`config.mk`:
```
export PLATFORM = sky130hd
export DESIGN_NAME = hypot_sched
export DESIGN_NICKNAME = d
export VERILOG_FILES = /design/src/rtl/hypot_pkg.sv /design/src/rtl/rr_pick.sv /design/src/rtl/hypot_sched.sv
export SDC_FILE = /design/constraint.sdc
export NUM_CORES = 1
export LEC_CHECK = 0
export ABC_CLOCK_PERIOD_IN_PS = 2900
export BUFFER_PORTS_ARGS = -buffer_cell sky130_fd_sc_hd__buf_2
export CAP_MARGIN = 20
export CORE_ASPECT_RATIO = 1.2
export CORE_UTILIZATION = 40
export CTS_CLUSTER_DIAMETER = 30
export DETAILED_ROUTE_END_ITERATION = 8
export GPL_TIMING_DRIVEN = 1
export PLACE_DENSITY = 0.71
export SLEW_MARGIN = 10
export SYNTH_ARGS = -nofsm -noshare
export SYNTH_HDL_FRONTEND = slang
export SYNTH_SLANG_ARGS = --single-unit
```
`constraint.sdc`:
```
create_clock -name clk -period 2.9 [get_ports clk]
set_clock_uncertainty 0.15 [all_clocks]
set_input_delay 0.58 -clock clk [delete_from_list [all_inputs] [get_ports clk]]
set_output_delay 0.58 -clock clk [all_outputs]
set_load 0.01 [all_outputs]
```
`src/rtl/hypot_pkg.sv`:
```
// Shared state encoding, default sizes and result-width helper for the
// magnitude-engine scheduler.
package hypot_pkg;

  typedef enum logic [1:0] {
    IDLE,
    ISSUE,
    WAIT,
    RESP
  } hyp_state_t;

  localparam int HYP_N_REQ   = 4;
  localparam int HYP_W       = 8;
  localparam int HYP_TIMEOUT = 64;

  // sqrt(2*(2^W-1)^2) needs one bit more than the operands.
  function automatic int hyp_res_w(input int w);
    return w + 1;
  endfunction

endpackage

```
`src/rtl/rr_pick.sv`:
```
// Combinational round-robin picker: grants the first set request at or
// above ptr, wrapping modulo N_REQ.
module rr_pick
  import hypot_pkg::*;
#(
  parameter int N_REQ = HYP_N_REQ,
  parameter int IDW   = $clog2(N_REQ)
) (
  input  logic [N_REQ-1:0] req,
  input  logic [IDW-1:0]   ptr,
  output logic [N_REQ-1:0] gnt,
  output logic [IDW-1:0]   gnt_id,
  output logic             any
);

  localparam logic [IDW:0] N_L = (IDW+1)'(N_REQ);

  function automatic logic [IDW-1:0] wrap_add(input logic [IDW-1:0] a,
                                              input logic [IDW-1:0] b);
    logic [IDW:0] s;
    s = {1'b0, a} + {1'b0, b};
    if (s >= N_L) s = s - N_L;
    return s[IDW-1:0];
  endfunction

  logic [N_REQ-1:0] rot;
  logic [IDW-1:0]   off;

  // rot[k] is the requester k places after ptr; its lowest set bit wins.
  generate
    for (genvar gi = 0; gi < N_REQ; gi++) begin : g_rot
      assign rot[gi] = req[wrap_add(ptr, IDW'(gi))];
    end
  endgenerate

  always_comb begin
    off = '0;
    any = 1'b0;
    for (int i = N_REQ - 1; i >= 0; i--) begin
      if (rot[i]) begin
        off = IDW'(i);
        any = 1'b1;
      end
    end
  end

  assign gnt_id = wrap_add(ptr, off);

  generate
    for (genvar gi = 0; gi < N_REQ; gi++) begin : g_gnt
      assign gnt[gi] = any && (gnt_id == IDW'(gi));
    end
  endgenerate

endmodule

```
`src/rtl/hypot_sched.sv`:
```
// Round-robin scheduler sharing one iterative magnitude engine between
// N_REQ requesters, with a completion watchdog and one-hot response routing.
module hypot_sched
  import hypot_pkg::*;
#(
  parameter int N_REQ   = HYP_N_REQ,
  parameter int W       = HYP_W,
  parameter int TIMEOUT = HYP_TIMEOUT
) (
  input  logic                    clk,
  input  logic                    rst,
  input  logic [N_REQ-1:0]        req_valid,
  input  logic [N_REQ*W-1:0]      req_x,
  input  logic [N_REQ*W-1:0]      req_y,
  output logic [N_REQ-1:0]        req_ready,
  output logic                    eng_start,
  output logic [W-1:0]            eng_x,
  output logic [W-1:0]            eng_y,
  input  logic                    eng_done,
  input  logic [hyp_res_w(W)-1:0] eng_result,
  output logic [N_REQ-1:0]        rsp_valid,
  output logic [hyp_res_w(W)-1:0] rsp_data,
  output logic                    rsp_err,
  output logic                    busy
);

  localparam int RW  = hyp_res_w(W);
  localparam int IDW = $clog2(N_REQ);
  localparam int CW  = $clog2(TIMEOUT + 1);
  localparam logic [CW-1:0]  CNT_LAST = CW'(TIMEOUT - 1);
  localparam logic [IDW-1:0] ID_LAST  = IDW'(N_REQ - 1);

  hyp_state_t       state_reg, state_next;
  logic [IDW-1:0]   ptr_reg, ptr_next;
  logic [IDW-1:0]   id_reg, id_next;
  logic [CW-1:0]    cnt_reg, cnt_next;
  logic [W-1:0]     x_reg, x_next;
  logic [W-1:0]     y_reg, y_next;
  logic [RW-1:0]    data_reg, data_next;
  logic             err_reg, err_next;
  logic             start_reg, start_next;
  logic [N_REQ-1:0] rsp_valid_reg, rsp_valid_next;
  logic             busy_reg, busy_next;

  logic [N_REQ-1:0] gnt;
  logic [IDW-1:0]   gnt_id;
  logic             pick_any;
  logic [N_REQ-1:0] id_hot;
  logic [W-1:0]     x_arr [N_REQ];
  logic [W-1:0]     y_arr [N_REQ];

  generate
    for (genvar gi = 0; gi < N_REQ; gi++) begin : g_unpack
      assign x_arr[gi]  = req_x[gi*W +: W];
      assign y_arr[gi]  = req_y[gi*W +: W];
      assign id_hot[gi] = (id_reg == IDW'(gi));
    end
  endgenerate

  rr_pick #(
    .N_REQ (N_REQ),
    .IDW   (IDW)
  ) u_pick (
    .req    (req_valid),
    .ptr    (ptr_reg),
    .gnt    (gnt),
    .gnt_id (gnt_id),
    .any    (pick_any)
  );

  // Accept is offered only in IDLE, so transfer and latching share one cycle.
  assign req_ready = (state_reg == IDLE && !rst) ? gnt : '0;

  always_comb begin
    state_next     = state_reg;
    ptr_next       = ptr_reg;
    id_next        = id_reg;
    cnt_next       = cnt_reg;
    x_next         = x_reg;
    y_next         = y_reg;
    data_next      = data_reg;
    err_next       = err_reg;
    start_next     = 1'b0;
    rsp_valid_next = '0;
    case (state_reg)
      IDLE: begin
        if (pick_any) begin
          id_next    = gnt_id;
          x_next     = x_arr[gnt_id];
          y_next     = y_arr[gnt_id];
          start_next = 1'b1;
          state_next = ISSUE;
        end
      end
      ISSUE: begin
        cnt_next   = '0;
        state_next = WAIT;
      end
      WAIT: begin
        // A done on the final watchdog cycle still counts as success.
        if (eng_done) begin
          data_next      = eng_result;
          err_next       = 1'b0;
          rsp_valid_next = id_hot;
          state_next     = RESP;
        end else if (cnt_reg == CNT_LAST) begin
          data_next      = '0;
          err_next       = 1'b1;
          rsp_valid_next = id_hot;
          state_next     = RESP;
        end else begin
          cnt_next = cnt_reg + 1'b1;
        end
      end
      RESP: begin
        ptr_next   = (id_reg == ID_LAST) ? '0 : id_reg + 1'b1;
        state_next = IDLE;
      end
      default: state_next = IDLE;
    endcase
    busy_next = (state_next != IDLE);
  end

  always_ff @(posedge clk or posedge rst) begin
    if (rst) begin
      state_reg     <= IDLE;
      ptr_reg       <= '0;
      id_reg        <= '0;
      cnt_reg       <= '0;
      x_reg         <= '0;
      y_reg         <= '0;
      data_reg      <= '0;
      err_reg       <= 1'b0;
      start_reg     <= 1'b0;
      rsp_valid_reg <= '0;
      busy_reg      <= 1'b0;
    end else begin
      state_reg     <= state_next;
      ptr_reg       <= ptr_next;
      id_reg        <= id_next;
      cnt_reg       <= cnt_next;
      x_reg         <= x_next;
      y_reg         <= y_next;
      data_reg      <= data_next;
      err_reg       <= err_next;
      start_reg     <= start_next;
      rsp_valid_reg <= rsp_valid_next;
      busy_reg      <= busy_next;
    end
  end

  assign eng_start = start_reg;
  assign eng_x     = x_reg;
  assign eng_y     = y_reg;
  assign rsp_valid = rsp_valid_reg;
  assign rsp_data  = data_reg;
  assign rsp_err   = err_reg;
  assign busy      = busy_reg;

endmodule

```
# After elaboration in Yosys (flattened, before gate mapping)

Index checks and enable logic that the tools add are counted.

Flip-flop bits (word level): 45
Input port bits: 80
Output and inout port bits: 36
Logic and storage cells: 105

Add/subtract/negate cells: 11
$lt $le $gt $ge: 10
Equality and inequality tests: 12
Multiplexer cells: 45
Bitwise gates (word level): 1
Reductions and logical operators: 15

Operator list:

| operator            | count |
|---|---|
| $bmux 8 s2          | 2 |
| $mux 8              | 4 |
| $mux 2              | 13 |
| $mux 9              | 2 |
| $mux 4              | 4 |
| $ge 3x3->1 const B  | 5 |
| $mux 7              | 2 |
| $pmux 7 s2          | 1 |
| $eq 2x2->1 const B  | 6 |
| $lt 2x3->1 const B  | 4 |
| $mux 1              | 12 |
| $sub 2x1->2 const B | 5 |
| $bmux 1 s2          | 4 |
| $pmux 2 s4          | 1 |
| $add 7x1->7 const B | 1 |
| $eq 7x6->1 const B  | 1 |
| $add 2x2->3 const B | 2 |
| $eq 2x1->1 const B  | 3 |
| $logic_not 2->1     | 3 |
| $reduce_bool 2->1   | 3 |
| $logic_and 1x1->1   | 5 |
| $ne 2x2->1 const B  | 2 |
| $reduce_and 2->1    | 2 |
| $add 2x1->3 const B | 1 |
| 6 further kinds     | 6 |

# Longest topological paths before layout

Gate-level depths: netlist of run 1.

Depth after elaboration: 16
Mapped depth: 12
Depth with buffers taken out: 10

# Modules after synthesis

From an unflattened synthesis of run 1, not the netlist that was laid out.

Cells, all modules: 239
Area, all modules: 2596.2 um2

Modules (own cells, without submodules):

| module      | times used | cells an instance | area an instance (um2) | seq. area each (um2) |
|---|---|---|---|---|
| hypot_sched | 1          | 202               | 2306.0                 | 1126.1 |
| rr_pick     | 1          | 37                | 290.3                  | 0.0 |

# Worst setup path after synthesis of run 1

OpenSTA, ideal clock, no wires.

Kind: input -> output
Start point: input port req_valid[2]
End point: output port req_ready[0]
Arrival time: 2.408 ns
Path slack: -0.238 ns
Stages: 7
Cell sequence: buf_6 > or4_1 > nand3_1 > ha_1 > clkbuf_1 > buf_2 > nor4_1

Cells in the longest elaborated chain, start to end: 12

Ends and longest elaborated chain:

| item                                             | line              | RTL |
|---|---|---|
| from (decl)                                      | hypot_sched.sv:12 | `input logic [N_REQ-1:0] req_valid,` |
| $bmux 1 s2                                       | rr_pick.sv:32     | `assign rot[gi] = req[wrap_add(ptr, IDW'(gi))];` |
| $mux 1 (implied by the code)                     | rr_pick.sv:32     |  |
| $mux 2 (3 in a row)                              | rr_pick.sv:40     | `if (rot[i]) begin` |
| $mux 2 (*)                                       | rr_pick.sv:40     |  |
| $add 2x2->3 (*)                                  | rr_pick.sv:21     | `s = {1'b0, a} + {1'b0, b};` |
| $ge 3x3->1 / $sub 2x1->2 (equally long branches) | rr_pick.sv:22     | `if (s >= N_L) s = s - N_L;` |
| $mux 2 (*)                                       | rr_pick.sv:22     |  |
| net gnt_id[0]                                    | hypot_sched.sv:46 | `logic [IDW-1:0] gnt_id;` |
| $logic_not 2->1 (*)                              | rr_pick.sv:51     | `assign gnt[gi] = any && (gnt_id == IDW'(gi));` |
| $logic_and 1x1->1 (*)                            | rr_pick.sv:51     |  |
| $mux 4 (*)                                       | hypot_sched.sv:72 | `assign req_ready = (state_reg == IDLE && !rst) ? gnt : '0;` |
| to (decl)                                        | hypot_sched.sv:15 | `output logic [N_REQ-1:0] req_ready,` |

The timed path passes the listed nets; every way through them passes the cells marked *. The select of a mux whose other input is x is not followed.

# Worst setup path in the final report of run 1

Start point: register ptr_reg[0]
End point: output port req_ready[2]

Cells in the longest elaborated chain, start to end: 15

Ends and longest elaborated chain:

| item                                             | line               | RTL |
|---|---|---|
| from (decl)                                      | hypot_sched.sv:34  | `logic [IDW-1:0] ptr_reg, ptr_next;` |
| from (signal assigned)                           | hypot_sched.sv:139 | `ptr_reg <= ptr_next;` |
| $add 2x2->3                                      | rr_pick.sv:21      |  |
| $ge 3x3->1 / $sub 2x1->2 (equally long branches) | rr_pick.sv:22      |  |
| $mux 2                                           | rr_pick.sv:22      |  |
| $bmux 1 s2                                       | rr_pick.sv:32      |  |
| $mux 1 (implied by the code)                     | rr_pick.sv:32      |  |
| $mux 2 (4 in a row)                              | rr_pick.sv:40      |  |
| $add 2x2->3                                      | rr_pick.sv:21      |  |
| $ge 3x3->1 / $sub 2x1->2 (equally long branches) | rr_pick.sv:22      |  |
| $mux 2                                           | rr_pick.sv:22      |  |
| $eq 2x2->1                                       | rr_pick.sv:51      |  |
| $logic_and 1x1->1 (*)                            | rr_pick.sv:51      |  |
| $mux 4 (*)                                       | hypot_sched.sv:72  |  |

Mark *: on every way between the ends. The rest lies on a longest branch, timed or not. The select of a mux whose other input is x is not followed.

==> results of run 1 <==
[critical path, stage by stage, from the launching register on]
cell and delay (ps):
dfrtp_2 450, and3b_1 190, a21oi_2 110, nor2_1 60, a21oi_2 140, nand3_4 90, ha_4 210, xnor2_4 150
nor3_4 180, nor2_4 70, nor4_4 110, buf_2 170
[placed cells by master (no fill, tap or decap), drive strengths merged, types with 2 or more instances in the layout]
master / n
a2111oi: 16
a21oi: 5
a221oi: 16
a22o: 9
and2: 4
buf: 138
clkbuf: 5
dfrtp: 45
ha: 6
inv: 8
mux2: 3
nand2: 33
nand2b: 4
nand3: 8
nor2: 13
nor2b: 32
nor3: 2
nor3b: 3
nor4: 4
o211ai: 2
o21ai: 7
o311ai: 2
o31ai: 19
or4: 2
[power groups by stage]
stage	logic (mW)	clock network, mW	registers, mW
finish	2.70	0.417	1.09
global route	2.99	0.453	1.12
CTS	2.68	0.426	1.08
detailed placement	2.56	0	1.09
global placement	2.51	0	1.09
floorplan	1.92	0	1.13
[worst paths after layout]
check	from	to	slack (ps)
setup / recovery	ptr_reg[0]	req_ready[2]	-80
hold / removal	rst	id_reg[1]	310
setup reg to reg	ptr_reg[0]	eng_x[5]	140
hold reg to reg	eng_y[3]	eng_y[3]	340
max in group asynchronous	rst	ptr_reg[0]	1870
min in group clk	eng_y[3]	eng_y[3]	340
[cells by family after synthesis]
family	count (synthesis)
muxes	4
DFF	45
adders and majority gates	6
buffers and inverters	28
and+or+nand+nor	111
xor gates and xnor gates	2
AOI/OAI and AO/OA	86
[synthesized netlist by cell type, drive strengths merged]
library cell	instances	area share, %
dfrtp	45	40
nand2	33	4.4
nor2b	32	7.1
o31ai	19	6.6
a2111oi	16	6.9
a221oi	16	5.0
nor2	13	1.7
buf	11	3.4
clkbuf	11	1.5
a22o	9	2.8
nand3	8	1.6
o21ai	7	1.6
ha	6	2.7
inv	6	0.80
a21oi	5	1.0
and2	4	0.88
nand2b	4	0.88
nor4	4	1.1
mux2	3	1.3
nor3b	3	0.80
nor3	2	0.75
o211ai	2	0.53
o311ai	2	0.62
or4	2	0.53
a2bb2oi	1	0.31
a31oi	1	0.22
a32o	1	0.40
a32oi	1	0.58
and3	1	0.22
and3b	1	0.31
mux2i	1	0.35
nand4	1	0.22
nor4b	1	0.31
o21a	1	0.27
o21ba	1	0.35
o21bai	1	0.27
o22ai	1	0.22
o31a	1	0.31
o41ai	1	0.31
or2	1	0.22
or3	1	0.22
xnor2	1	0.31
xor2	1	0.31
[area by class of cell]
type | instances | area (sq um)
flip-flops and latches | 45 | 1130
multi-input cells | 209 | 1670
repair buffers | 138 | 761
clock buffers | 5 | 68.8
clock inverters | 3 | 25.0
fillers | 661 | 3070
inverters | 6 | 22.5
well taps | 87 | 109
[metal layers]
layer | up-vias | part of all wire (%) | global-route usage [%]
li1 | 1306 | - | -
met1 | 1253 | 43 | 25.7
met2 | 97 | 50 | 34.3
met3 | 7 | 6.2 | 4.66
met4 | 0 | 1.2 | 6.48
met5 | - | 0 | 0
[timing repair]
action,in CTS,in global routing
endpoints found under the setup margin,4,7
hold endpoints to repair,0,0
setup buffers,3,1
pin swaps,1,0
hold buffers,0,0
gates resized for setup,11,5
[through the flow]
stage | instances | hold slack [ps] | instance area, sq um
2_1_floorplan | 282 | 343 | 2880
3_3_place_gp | 481 | 313 | 3580
3_5_place_dp | 481 | 317 | 3580
4_1_cts | 492 | 330 | 3760
5_1_grt | 493 | 330 | 3780
6_report | 493 | 313 | 3780
==> impl_metrics.toml, run 1 <==
[layout]
n_antenna_cell = 0
largest_reg_flops = 9
drive_above_1_share_pct = 47.0
area_growth_syn_to_layout_pct = 33.8
nNetsFinal = 491
final_util_pct = 55.2

[routing]
ant_nets = 0
vias = 2663
drt_iter0_drc = 110
wl_per_cell_um = 14.5
avgViaCountPerCell = 5.40
drc_errors = 0
first_pass_iters = 5
routed_wl_mm = 7.13

[placed_design]
dp_hpwl_mm = 5.31
post-place-ws_ps = -148
place.gp.congestion = 0.785
io_buffers = 115

[die]
die_h_um = 94.1
io_pins = 116
core_area_sq_um = 6850
die_x_um = 78.8
die_area_sq_um = 7410
initial_core_util_pct = 41.3
core.rowCount = 33

[synthesis]
syn_avg_cell_area_sq_um = 10.0
synth_top_family_by_area = "compound AO/OA/AOI/OAI gates"
netlist_instances = 282
synth_mux_area_share_pct = 1.68
ys_seq_area_share_pct = 39.8
syn-num-nets = 368
synth-seq-cells = 45
synth_compound_area_share_pct = 28.4
synth-adder-area-share_pct = 2.65
synth_cell_type_count = 56
synthSimpleGateAreaFrac_pct = 21.2
mappedNetlistArea_sq_um = 2830
ys_warn_count = 0
yosys.area_share.xor_xnor_pct = 0.619

[global_routing]
grt_pass1_vias = 2500
track_usage_pct = 20.4
antenna_found_initial = 0
grt_pass1_wl_mm = 11.8
grt_max_degree = 65
grt-ovfl-total = 0

[clock_tree]
htreeDepth = 2
clk_latency_ps = 310
clockBufferDepth = 2
cts_tree = "built"
cts_root_buffer = "clkbuf_8"
cts.sinks = 45
path_clk_slew_ps = 100
cts_made_buffers = 5

[critical_path]
critical_path.max_fanout = 6
cp.required_ps = 2170
crit_arrival_ps = 2250
critPathCaptureType = "primary output"
reg2regPathDepth = 9
start_kind = "flop"
criticalPathCategory = "reg2out"

[pwr]
leakage_nw = 1.77
comb_power_share_pct = 64.2
power_density_nw_per_um2 = 1110
pwr-share-clk_pct = 9.9
vdd_drop_max_mv = 0.524
finalPower_mw = 4.20
intPower_mw = 2.23
p_sw_mw = 1.97
p_sw_share_pct = 46.8
power.sequential.fraction_pct = 25.9

[timing]
worstMarginPinSlew_ps = 648
finalCritPeriodShare_pct = 103
slew_headroom_pct = 56.6
clock.fmax_mhz = 335
finalCriticalPeriod_ps = 2980
rsz0062_at_grt = "yes"
drv_slew = 0
setup_viol = 4
finalSetupTns_ps = -230
worst_slack_ps = -83.0
finalHoldViolCount = 0

[worst_hold_path]
hold_class = "in2async"

[flow_run]
drv_cap = 0

[run_status]
violations = "setup timing"
status = "finished with violations"
(Power assumes the default switching activity.)
==> inputs of run 2 (changes only) <==
GPL_TIMING_DRIVEN = 0   (was 1)
PLACE_DENSITY = 0.72   (was 0.71)
==> impl_metrics.toml, run 2 (same netlist as run 1, synthesis figures left out) <==
[global_routing]
track_usage_pct = 21.7
antenna_found_initial = 0
grt_pass1_wl_mm = 12.6
grt_max_degree = 25
grt_pass1_vias = 2646
grt-ovfl-total = 0

[clock_tree]
cts_made_buffers = 5
clk_latency_ps = 300
htreeDepth = 2
path_clk_slew_ps = 80
cts_root_buffer = "clkbuf_8"
cts_hold_buffers = 0
cts_tree = "built"
clockBufferDepth = 2
cts.sinks = 45

[layout]
final_util_pct = 56.4
n_antenna_cell = 0
layout_commonest_cell = "buf_2"
largest_reg_flops = 9
final_cells = 503
nNetsFinal = 501
drive_above_1_share_pct = 45.4
area_growth_syn_to_layout_pct = 36.6
final_cell_mix = "116 x buf_2, 45 x dfrtp_1, 32 x nand2_1, 32 x nor2b_1, 16 x a221oi_1"

[placed_design]
dp_hpwl_mm = 5.75
io_buffers = 114
place.gp.congestion = 0.801
post-place-ws_ps = -457
place_inst = 484

[routing]
drc_errors = 0
vias = 2703
routed_wl_mm = 7.68
route.met3.wl_um = 358
first_pass_iters = 4
dr_wl_met2_mm = 3.82
drt_iter0_drc = 108
top_layer_used = "met4"
ant_nets = 0
m1WireLength_mm = 3.39
wl_per_cell_um = 15.3
avgViaCountPerCell = 5.37

[timing]
finalCritPeriodShare_pct = 110
drv_slew = 0
whs_ps = 212
slew_headroom_pct = 49.1
rsz0062_at_grt = "yes"
worst_slack_ps = -304
worstMarginPinSlew_ps = 764
finalHoldViolCount = 0
clock.fmax_mhz = 312
setup_viol = 4
finalCriticalPeriod_ps = 3200

[critical_path]
reg2regPathDepth = 10
crit_start = "ptr_reg[0]"
crit_path_end = "req_ready[2]"
critPathCaptureType = "primary output"
cp.required_ps = 2170
crit_arrival_ps = 2470
timing.rr.start = "ptr_reg[0]"
r2r_slack_ps = 150
critical_path.max_fanout = 7
criticalPathCategory = "reg2out"
r2r_end = "eng_y[2]"
start_kind = "flop"

[die]
die_x_um = 78.8
initial_core_util_pct = 41.3
core.rowCount = 33
die_area_sq_um = 7410
core_area_sq_um = 6850
io_pins = 116
die_h_um = 94.1

[pwr]
power_density_nw_per_um2 = 1170
vdd_drop_max_mv = 0.851
finalPower_mw = 4.52
leakage_nw = 1.79

[worst_hold_path]
hold_class = "in2async"

[flow_run]
drv_cap = 0

[run_status]
status = "finished with violations"
violations = "setup timing"
## run 2: changes by cell type in the layout (fill, tap and decap cells not counted), sizes merged
cell / previous run / this run
buf: 138 / 137
clkinvlp: 1 / 2
inv: 8 / 6
clkbuf: 5 / 17
## run 2: worst min-delay path by stage
| stage | start | endpoint | slack (ps) |
|---|---|---|---|
| 2_1_floorplan | cnt_reg[5] | cnt_reg[5] | 340 |
| 3_3_place_gp | eng_y[6] | eng_y[6] | 310 |
| 3_5_place_dp | eng_y[7] | eng_y[7] | 320 |
| 4_1_cts | rst | cnt_reg[5] | 230 |
| 5_1_grt | rst | eng_x[1] | 270 |
| 6_report | rst | eng_x[1] | 210 |
## run 2: worst max-delay path: stages (launching register included)
cell     delay, ps
dfrtp_1        410
buf_6          140
and3b_1        150
a21oi_1        120
nor2_1          50
a21oi_1        150
nand3_2        110
ha_4           200
xor2_2         170
a21oi_2        170
buf_6          130
nor2_4          50
nor4_4         130
buf_2          180
## run 2: layer usage
metal  up-vias  track usage [%]
met5         -                0
met3         8             3.88
met2        95             37.3
met4         0             6.94
li1       1330                -
met1      1270             27.4
## run 2: where the power goes
part	switching [mW]	leakage (nW)	internal, mW	total (mW)
combinational	1.72	1.19	1.36	3.08
sequential	0.160	0.570	0.887	1.05
clock	0.218	0.0374	0.170	0.388
## run 2: stage by stage
step / area, sq um / TNS (ps)
floorplan: 2880 / -274
global placement: 3560 / -2750
detailed placement: 3590 / -2780
CTS: 3870 / -951
global route: 3860 / -1230
finish: 3860 / -825
## run 2: repair_timing
action / CTS / global route
endpoints found under the setup margin: 9 / 16
gates resized for setup: 17 / 8
pin swaps: 6 / 4
buffers inserted: 13 / 1
## run 2: final cells by class
type | count | area [sq um]
multi-input combinational | 209 | 1660
clock inverter | 2 | 15.0
fill | 660 | 2990
sequential | 45 | 1130
tap | 87 | 109
clock buffer | 6 | 72.6
buffer | 19 | 149
inverter | 6 | 22.5
timing repair buffer | 129 | 709
